## src/rtl/smart_home_pkg.sv

```systemverilog
// Shared types and constants for the smart-home climate blocks.
package smart_home_pkg;
  typedef enum logic [1:0] {
    IDLE    = 2'd0,
    HEAT    = 2'd1,
    COOL    = 2'd2,
    LOCKOUT = 2'd3
  } hvac_state_t;

  localparam int HOURS_PER_DAY = 24;
  localparam int TEMP_W        = 5;
endpackage

```

## src/rtl/hvac_scheduler_hour_clock.sv

```systemverilog
// Hour-of-day clock: divides the external tick into hours and decodes daytime.
module hour_clock
  import smart_home_pkg::*;
#(
  parameter int TICKS_PER_HOUR = 60,
  parameter int DAY_START      = 7,
  parameter int NIGHT_START    = 22
) (
  input  logic       clk,
  input  logic       rst,
  input  logic       tick,
  output logic [4:0] hour,
  output logic       day,
  output logic       hour_inc
);
  localparam int PW = (TICKS_PER_HOUR > 1) ? $clog2(TICKS_PER_HOUR) : 1;

  logic [PW-1:0] presc;

  // The tick that would complete the hour advances it instead of being counted.
  assign hour_inc = tick && (presc == PW'(TICKS_PER_HOUR - 1));
  assign day      = (hour >= 5'(DAY_START)) && (hour < 5'(NIGHT_START));

  always_ff @(posedge clk) begin
    if (rst) begin
      presc <= '0;
      hour  <= '0;
    end else if (tick) begin
      if (hour_inc) begin
        presc <= '0;
        hour  <= (hour == 5'(HOURS_PER_DAY - 1)) ? 5'd0 : hour + 5'd1;
      end else begin
        presc <= presc + 1'b1;
      end
    end
  end
endmodule

```

## src/rtl/hvac_scheduler.sv

```systemverilog
// Heating/cooling sequencer: day/night/boost setpoint, hysteresis FSM with
// minimum-on and lockout timing, and an overtemperature trip to cooling.
module hvac_scheduler
  import smart_home_pkg::*;
#(
  parameter int TICKS_PER_HOUR = 60,
  parameter int DAY_START      = 7,
  parameter int NIGHT_START    = 22,
  parameter int DAY_SP         = 20,
  parameter int NIGHT_SP       = 16,
  parameter int HYST           = 2,
  parameter int MIN_ON         = 5,
  parameter int MIN_OFF        = 3,
  parameter int BOOST_HOURS    = 2,
  parameter int TEMP_MAX       = 30
) (
  input  logic              clk,
  input  logic              rst,
  input  logic              tick,
  input  logic [TEMP_W-1:0] temperature,
  input  logic              boost,
  output logic              heating,
  output logic              cooling,
  output logic [TEMP_W-1:0] setpoint,
  output logic [4:0]        hour,
  output logic              day,
  output logic              boost_active,
  output logic [1:0]        state
);
  localparam int ON_W  = (MIN_ON > 0) ? $clog2(MIN_ON + 1) : 1;
  localparam int OFF_W = (MIN_OFF > 0) ? $clog2(MIN_OFF + 1) : 1;
  localparam int BW    = (BOOST_HOURS > 0) ? $clog2(BOOST_HOURS + 1) : 1;

  function automatic logic [TEMP_W-1:0] sat_sub(input logic [TEMP_W-1:0] a, input int b);
    int d;
    d = int'(a) - b;
    if (d < 0) return '0;
    return TEMP_W'(d);
  endfunction

  function automatic logic [TEMP_W-1:0] sat_add(input logic [TEMP_W-1:0] a, input int b);
    int s;
    s = int'(a) + b;
    if (s > (1 << TEMP_W) - 1) return '1;
    return TEMP_W'(s);
  endfunction

  logic              hour_inc;
  logic [BW-1:0]     boost_cnt;
  logic [TEMP_W-1:0] lo, hi;
  logic              over;
  hvac_state_t       st_q, st_d;
  logic [ON_W-1:0]   on_q, on_d;
  logic [OFF_W-1:0]  off_q, off_d;

  hour_clock #(
    .TICKS_PER_HOUR(TICKS_PER_HOUR),
    .DAY_START     (DAY_START),
    .NIGHT_START   (NIGHT_START)
  ) u_hour_clock (
    .clk     (clk),
    .rst     (rst),
    .tick    (tick),
    .hour    (hour),
    .day     (day),
    .hour_inc(hour_inc)
  );

  // A boost request reloads the counter even on an hour boundary.
  always_ff @(posedge clk) begin
    if (rst) begin
      boost_cnt    <= '0;
      boost_active <= 1'b0;
    end else if (boost) begin
      boost_cnt    <= BW'(BOOST_HOURS);
      boost_active <= (BOOST_HOURS != 0);
    end else if (hour_inc && boost_active) begin
      boost_cnt <= boost_cnt - 1'b1;
      if (boost_cnt == BW'(1)) boost_active <= 1'b0;
    end
  end

  assign setpoint = (day || boost_active) ? TEMP_W'(DAY_SP) : TEMP_W'(NIGHT_SP);
  assign lo       = sat_sub(setpoint, HYST);
  assign hi       = sat_add(setpoint, HYST);
  assign over     = temperature >= TEMP_W'(TEMP_MAX);

  always_comb begin
    st_d  = st_q;
    on_d  = on_q;
    off_d = off_q;
    case (st_q)
      IDLE: begin
        on_d = '0;
        if (over)                    st_d = COOL;
        else if (temperature <= lo)  st_d = HEAT;
        else if (temperature >= hi)  st_d = COOL;
      end
      HEAT: begin
        // Overtemperature abandons heating without waiting out the on-time.
        if (over || (temperature >= setpoint && on_q == ON_W'(MIN_ON))) begin
          st_d  = LOCKOUT;
          off_d = '0;
        end else if (tick && on_q != ON_W'(MIN_ON)) begin
          on_d = on_q + 1'b1;
        end
      end
      COOL: begin
        if (!over && temperature <= setpoint && on_q == ON_W'(MIN_ON)) begin
          st_d  = LOCKOUT;
          off_d = '0;
        end else if (tick && on_q != ON_W'(MIN_ON)) begin
          on_d = on_q + 1'b1;
        end
      end
      LOCKOUT: begin
        if (off_q == OFF_W'(MIN_OFF))  st_d  = IDLE;
        else if (tick)                 off_d = off_q + 1'b1;
      end
      default: st_d = IDLE;
    endcase
  end

  always_ff @(posedge clk) begin
    if (rst) begin
      st_q    <= IDLE;
      on_q    <= '0;
      off_q   <= '0;
      heating <= 1'b0;
      cooling <= 1'b0;
    end else begin
      st_q    <= st_d;
      on_q    <= on_d;
      off_q   <= off_d;
      heating <= (st_d == HEAT);
      cooling <= (st_d == COOL);
    end
  end

  assign state = st_q;
endmodule
```

## config.mk

```make
export PLATFORM = sky130hd
export DESIGN_NAME = hvac_scheduler
export DESIGN_NICKNAME = d
export VERILOG_FILES = /design/src/rtl/smart_home_pkg.sv /design/src/rtl/hvac_scheduler_hour_clock.sv /design/src/rtl/hvac_scheduler.sv
export SDC_FILE = /design/constraint.sdc
export NUM_CORES = 1
export LEC_CHECK = 0
export ABC_AREA = 1
export CAP_MARGIN = 30
export CORE_MARGIN = 5
export CORE_UTILIZATION = 28
export DETAILED_ROUTE_END_ITERATION = 12
export GPL_ROUTABILITY_DRIVEN = 0
export PLACE_DENSITY = 0.57
export RECOVER_POWER = 25
export SLEW_MARGIN = 20
export SYNTH_ARGS = -nofsm -noshare
export SYNTH_HDL_FRONTEND = slang
export SYNTH_SLANG_ARGS = --single-unit
```

## constraint.sdc

```tcl
create_clock -name clk -period 3.3 [get_ports clk]
set_input_delay 0.495 -clock clk [delete_from_list [all_inputs] [get_ports clk]]
set_output_delay 0.495 -clock clk [all_outputs]
set_load 0.005 [all_outputs]
```

# --- After elaboration in Yosys (flattened, before gate mapping) ---
# Index checks and enable logic that the tools add are counted.
classes:
  order_cmp: 9
  eq_ne: 17
  muxes: 30
  n_reduce_logical: 20
  n_addsub: 7
ops:
  columns: ["cell", "n"]
  rows:
  - ["5-bit 2-to-1 mux", 5]
  - ["2-bit 2-to-1 mux", 12]
  - ["3-bit 2-to-1 mux", 4]
  - ["2-bit inequality test (second input constant)", 6]
  - ["5-bit >= comparator", 2]
  - ["5-bit <= comparator", 2]
  - ["3-bit one-hot mux with 3 select lines", 1]
  - ["2-bit equality test (second input constant)", 4]
  - ["2-bit one-hot mux with 4 select lines", 1]
  - ["1-bit logical AND", 7]
  - ["5-bit by 2-bit adder with 6-bit output (second input constant)", 1]
  - ["6-bit by 1-bit adder with 6-bit output (second input constant)", 1]
  - ["2-bit by 1-bit equality test with 1-bit output (second input constant)", 3]
  - ["6-bit equality test (second input constant)", 1]
  - ["6-bit by 5-bit > comparator with 1-bit output (second input constant)", 1]
  - ["6-bit by 1-bit < comparator with 1-bit output (second input constant)", 1]
  - ["6-bit 2-to-1 mux", 1]
  - ["2-bit one-hot mux with 3 select lines", 1]
  - ["3-bit nonzero test", 2]
  - ["5-bit by 2-bit subtractor with 6-bit output (second input constant)", 1]
  - ["5-bit by 1-bit adder with 5-bit output (second input constant)", 1]
  - ["5-bit equality test (second input constant)", 1]
  - ["5-bit by 3-bit >= comparator with 1-bit output (second input constant)", 1]
  - ["5-bit >= comparator (second input constant)", 1]
  - ["15 further kinds", 22]
word_totals:
  inputBits: 9
  word_cells: 93
  out_inout_bits: 16
  regBits: 23

# --- Longest topological paths before layout ---
depth:
  word_depth: 14
  depth_mapped: 20
  depth_no_buf: 20

# --- Cells and area by module ---
# A second synthesis with hierarchy kept.
unflattened:
  cells_unflattened: 239
  area_unflattened_um2: 1587.8
modules_own_cells:
  columns: ["module", "n_inst", "seq_area_each_um2", "area_per_inst_um2", "cells_per_inst"]
  rows:
  - ["hvac_scheduler", 1, 240.2, 1006.0, 156]
  - ["hour_clock", 1, 220.2, 581.8, 83]

# --- Worst setup path after synthesis ---
# No wires, ideal clock.
synth_path:
  path_type: "register -> register"
  start: "register u_hour_clock.hour[0]"
  end: "register on_q[1]"
  synth_period_minus_slack_ns: 2.243
  required_ns: 3.174
  path_buffers: 0
  slack_ns: 1.057
  arrival_ns: 2.117
  stages_incl_launch_ff: 20
  setup_ns: 0.126
  path_cell_list: "dfxtp_1 ha_1 nand2_1 a31oi_1 a31oi_1 inv_1 nor2_1 inv_1 ha_1 inv_1 nor2_1 nand3_1 nand2_1 nand2_1 nand2_1 nand2_1 nand2_1 nand2_1 nand2_1 nor2_1"
synth_via:
  elab_chain_cells: 9
  elab_cells_between_ends: 14
  cone_classes: "order compare (4); eq/ne (2); mux (1); reduce/logical (7)"
synth_lines:
  columns: ["element", "line_no", "text"]
  rows:
  - ["start: declaration", "hvac_scheduler_hour_clock.sv:12", "output logic [4:0] hour,"]
  - ["start signal: assignment", "hvac_scheduler_hour_clock.sv:31", "hour <= (hour == 5'(HOURS_PER_DAY - 1)) ? 5'd0 : hour + 5'd1;"]
  - ["5-bit by 3-bit >= comparator with 1-bit output or 5-bit < comparator (tied branches)", "hvac_scheduler_hour_clock.sv:22", "assign day = (hour >= 5'(DAY_START)) && (hour < 5'(NIGHT_START));"]
  - ["1-bit logical AND *", "hvac_scheduler_hour_clock.sv:22", null]
  - ["named net day", "hvac_scheduler.sv:26", "output logic day,"]
  - ["1-bit logical OR *", "hvac_scheduler.sv:83", "assign setpoint = (day || boost_active) ? TEMP_W'(DAY_SP) : TEMP_W'(NIGHT_SP);"]
  - ["3-bit 2-to-1 mux *", "hvac_scheduler.sv:83", null]
  - ["named net setpoint[2]", "hvac_scheduler.sv:24", "output logic [TEMP_W-1:0] setpoint,"]
  - ["5-bit <= comparator or 5-bit >= comparator (tied branches)", "hvac_scheduler.sv:109, hvac_scheduler.sv:101", null]
  - ["1-bit logical AND (on tied branches)", "hvac_scheduler.sv:109, hvac_scheduler.sv:101", null]
  - ["1-bit logical AND or 1-bit logical OR (tied branches)", "hvac_scheduler.sv:109, hvac_scheduler.sv:101", null]
  - ["2-bit inequality test (no source line)", null, null]
  - ["3-bit AND reduction (no source line) *", null, null]
  - ["end signal: assignment", "hvac_scheduler.sv:133", "on_q <= on_d;"]
  - ["end: declaration", "hvac_scheduler.sv:53", "logic [ON_W-1:0] on_q, on_d;"]
# Mark *: on every way through the listed nets, which the timed path passes. The rest lies on a longest branch.
# A chain may end at the register's enable or synchronous reset.

# --- Worst setup path in the final report ---
layout_path:
  start: "register u_hour_clock.hour[0]"
  end: "register on_q[1]"
layout_via:
  elab_chain_cells: 9
  elab_cells_between_ends: 14
  cone_classes: "order compare (4); eq/ne (2); mux (1); reduce/logical (7)"
layout_lines:
  columns: ["element", "line_no"]
  rows:
  - ["5-bit by 3-bit >= comparator with 1-bit output or 5-bit < comparator (tied branches)", "hvac_scheduler_hour_clock.sv:22"]
  - ["1-bit logical AND *", "hvac_scheduler_hour_clock.sv:22"]
  - ["1-bit logical OR *", "hvac_scheduler.sv:83"]
  - ["3-bit 2-to-1 mux *", "hvac_scheduler.sv:83"]
  - ["5-bit <= comparator or 5-bit >= comparator (tied branches)", "hvac_scheduler.sv:109, hvac_scheduler.sv:101"]
  - ["1-bit logical AND (on tied branches)", "hvac_scheduler.sv:109, hvac_scheduler.sv:101"]
  - ["1-bit logical AND or 1-bit logical OR (tied branches)", "hvac_scheduler.sv:109, hvac_scheduler.sv:101"]
  - ["2-bit inequality test (no source line)", null]
  - ["3-bit AND reduction (no source line) *", null]
# Mark *: on every way between the ends. The rest lies on a longest branch, timed or not.

==> run_results.csv <==
group,metric,value,unit
outcome,status,"finished, final reports clean",
worst_setup_path,worst-setup-path-type,"reg2reg",
final_layout,diodes,0,
detailed_routing,drc_errors,0,
clock_network,cts_setup_buffers,0,
logic_synthesis,syn_inst,223,
logic_synthesis,yosysTopAreaCellShare,30.8,%
logic_synthesis,yosysTopAreaCell,"dfxtp_1",
global_routing,grt_antenna_before_repair,0,
logic_synthesis,synthSimpleGateAreaFrac,31.2,%
clock_network,clk_path_buf_depth,2,
worst_setup_path,crit_arrival,2620,ps
detailed_routing,viasPerCell,4.31,
timing,fin_crit_sh,75.1,%
global_routing,overflow,0,
final_layout,fin_area,0.00180,mm²
global_routing,grt_usage,9.13,%
clock_network,cts_hold_buf,0,
floorplan,num_io_pins,25,
clock_network,clk_pin_slew,80,ps
worst_setup_path,end_kind,"flip-flop",
timing,max_freq,403,MHz
placed_design,hpwlAfterDp,2460,µm
timing,worstMarginPinSlew,533,ps
worst_setup_path,worstPathRequired,3450,ps
floorplan,rows,26,
worst_setup_path,r2r_slack,820,ps
global_routing,busiest_layer,"met2",
floorplan,dieArea,0.00690,mm²
timing,max-slew-margin-rel,64.2,%
clock_network,cts_root_buffer,"clkbuf_8",
run,cap_violations,0,
logic_synthesis,synth_cell_type_count,24,
power,p_leak,0.864,nW
detailed_routing,drt-wirelength-per-cell,9.74,µm
timing,finalSetupViolCount,0,
worst_setup_path,crit_fanout,5,
timing,min_period,2480,ps
global_routing,grt_first_pass_wirelength,5380,µm
global_routing,grt_max_degree,14,
logic_synthesis,synth.avg_cell_area,6.70,µm²
floorplan,die_h,83.0,µm
worst_hold_path,min_path_type,"reg2reg",
detailed_routing,ant_nets,0,
floorplan,die_x,83.0,µm
clock_network,clock_sinks,23,
timing,tns,0,ps
final_layout,final_layout_size_suffix_gt1_share,4.53,%
floorplan,initial_core_util,29.1,%
final_layout,nFillCells,597,
clock_network,cts_buffers,3,
logic_synthesis,synthMuxAreaShare,0,%
timing,setup_ws,821,ps
worst_setup_path,cp-start-kind,"flip-flop",
logic_synthesis,synth.area.top_cells,"dfxtp_1 31%, nand2_1 14%, ha_1 13%",
power,pwr_density_cell,424,mW/mm²
logic_synthesis,synthAdderAreaFrac,12.6,%
timing,rsz0062_at_grt,"false",
timing,finClkSkew,2.01,ps
global_routing,use_met2,16.2,%
logic_synthesis,synth_top_family_by_area,"simple AND/OR/NAND/NOR gates",
detailed_routing,totalWireLength,3050,µm
final_layout,fin_util,35.0,%
final_layout,syn2layout_area_growth,20.4,%
detailed_routing,first_pass_iters,4,
logic_synthesis,ys_seq_area_share,30.8,%
clock_network,worstSkewPairLatency,260,ps
power,ir_drop,0.226,mV
clock_network,tritoncts,"yes",
floorplan,coreArea,0.00514,mm²
global_routing,grt_util_met1,10.8,%
logic_synthesis,synth-compound-area-share,9.97,%
placed_design,place_ws,796,ps
global_routing,gr-usage-met3,1.98,%
placed_design,place_area,0.00175,mm²
logic_synthesis,yosysWarnings,0,
logic_synthesis,synth_xor_area_share,2.93,%
global_routing,grt_pass1_vias,1307,
detailed_routing,first_iter_violations,68,
clock_network,cts_resized,0,
detailed_routing,vias,1350,
logic_synthesis,synth_area,0.00149,mm²
clock_network,h-tree-depth,1,
timing,drv_slew,0,
final_layout,final_nets,268,
timing,report.final.hold_viol_count,0,
logic_synthesis,ys_ff_latch,23,
placed_design,portBuffers,20,
[layout by cell type (no fill, tap or decap), types with 4 or more instances in the layout]
| cell type | n |
|---|---|
| nor2_1 | 22 |
| dlygate4sd3_1 | 8 |
| inv_1 | 37 |
| o21ai_0 | 4 |
| dfxtp_1 | 23 |
| clkdlybuf4s50_1 | 12 |
| conb_1 | 4 |
| nand3_1 | 18 |
| a21oi_1 | 16 |
| ha_1 | 15 |
| nand2_1 | 56 |
[cells by family after synthesis]
group                    count (synthesis)
AND/OR/NAND/NOR                        107
XOR/XNOR                                 5
adder cells (fa/ha/maj)                 15
other                                    2
AO/OA/AOI/OAI                           27
flip-flops                              23
buffers and inverters                   44
[synth_stat cells (all sizes together)]
master / instances
inv: 38
or2: 4
o31ai: 1
a31oi: 3
xor2: 3
o21a: 2
xnor2: 2
nor2: 22
nand4: 3
nand3: 18
o21ai: 4
a21oi: 16
nor3: 1
clkbuf: 2
nor4: 1
conb: 2
buf: 4
a22oi: 1
dfxtp: 23
nand2: 58
ha: 15
[flip-flops by register name, indices dropped and copies added (netlist names)]
name	cells
state	2
on_q	3
heating	1
off_q	2
boost_active	1
u_hour_clock.presc	6
cooling	1
boost_cnt	2
u_hour_clock.hour	5
[path summary, 6_finish.rpt]
path / startpoint / cells after the start / end
min: boost_cnt[0]$_SDFFE_PP0P_ / 2 / boost_cnt[0]$_SDFFE_PP0P_
min reg2reg: boost_cnt[0]$_SDFFE_PP0P_ / 2 / boost_cnt[0]$_SDFFE_PP0P_
max: u_hour_clock.hour[0]$_SDFFE_PP0P_ / 19 / on_q[1]$_SDFFE_PP0P_
max reg2reg: u_hour_clock.hour[0]$_SDFFE_PP0P_ / 19 / on_q[1]$_SDFFE_PP0P_
[final cells by class]
type	instances	area [µm²]	area share, %
Multi-Input combinational cell	158	861	47.9
Sequential cell	23	460	25.6
Timing Repair Buffer	20	200	11.1
Inverter	38	143	7.93
Tap cell	70	87.6	4.87
Clock buffer	3	41.3	2.30
Clock inverter	1	5.00	0.278
[through the flow]
step                      hold slack, ps  instances  power [mW]
after floorplan                      452        225       0.526
after global placement               466        309       0.602
after detailed placement             479        309       0.606
after CTS                            494        313       0.786
after global routing                 528        313       0.840
final                                497        313       0.763
[routing by layer]
layer  vias up  share of wire (%)
li1        730                  -
met1       591                 48
met2        25                 46
met3         4                4.2
met4         0                1.1
met5         -                  0
[power by group]
| group | switching (mW) | internal (mW) |
|---|---|---|
| Clock | 0.0883 | 0.0842 |
| Combinational | 0.141 | 0.112 |
| Sequential | 0.0273 | 0.310 |
| Total | 0.257 | 0.506 |
[worst max-delay path, cell delays in order, from the launching register on]
cell and delay, ps:
dfxtp_1 330, ha_1 230, nand2_1 70, a31oi_1 80, a31oi_1 130, inv_1 70
nor2_1 210, inv_1 130, ha_1 310, inv_1 50, nor2_1 80, nand3_1 90
nand2_1 70, nand2_1 60, nand2_1 60, nand2_1 120, nand2_1 140, nand2_1 60
nand2_1 50, nor2_1 30
Power figures use the tool's default switching activity.
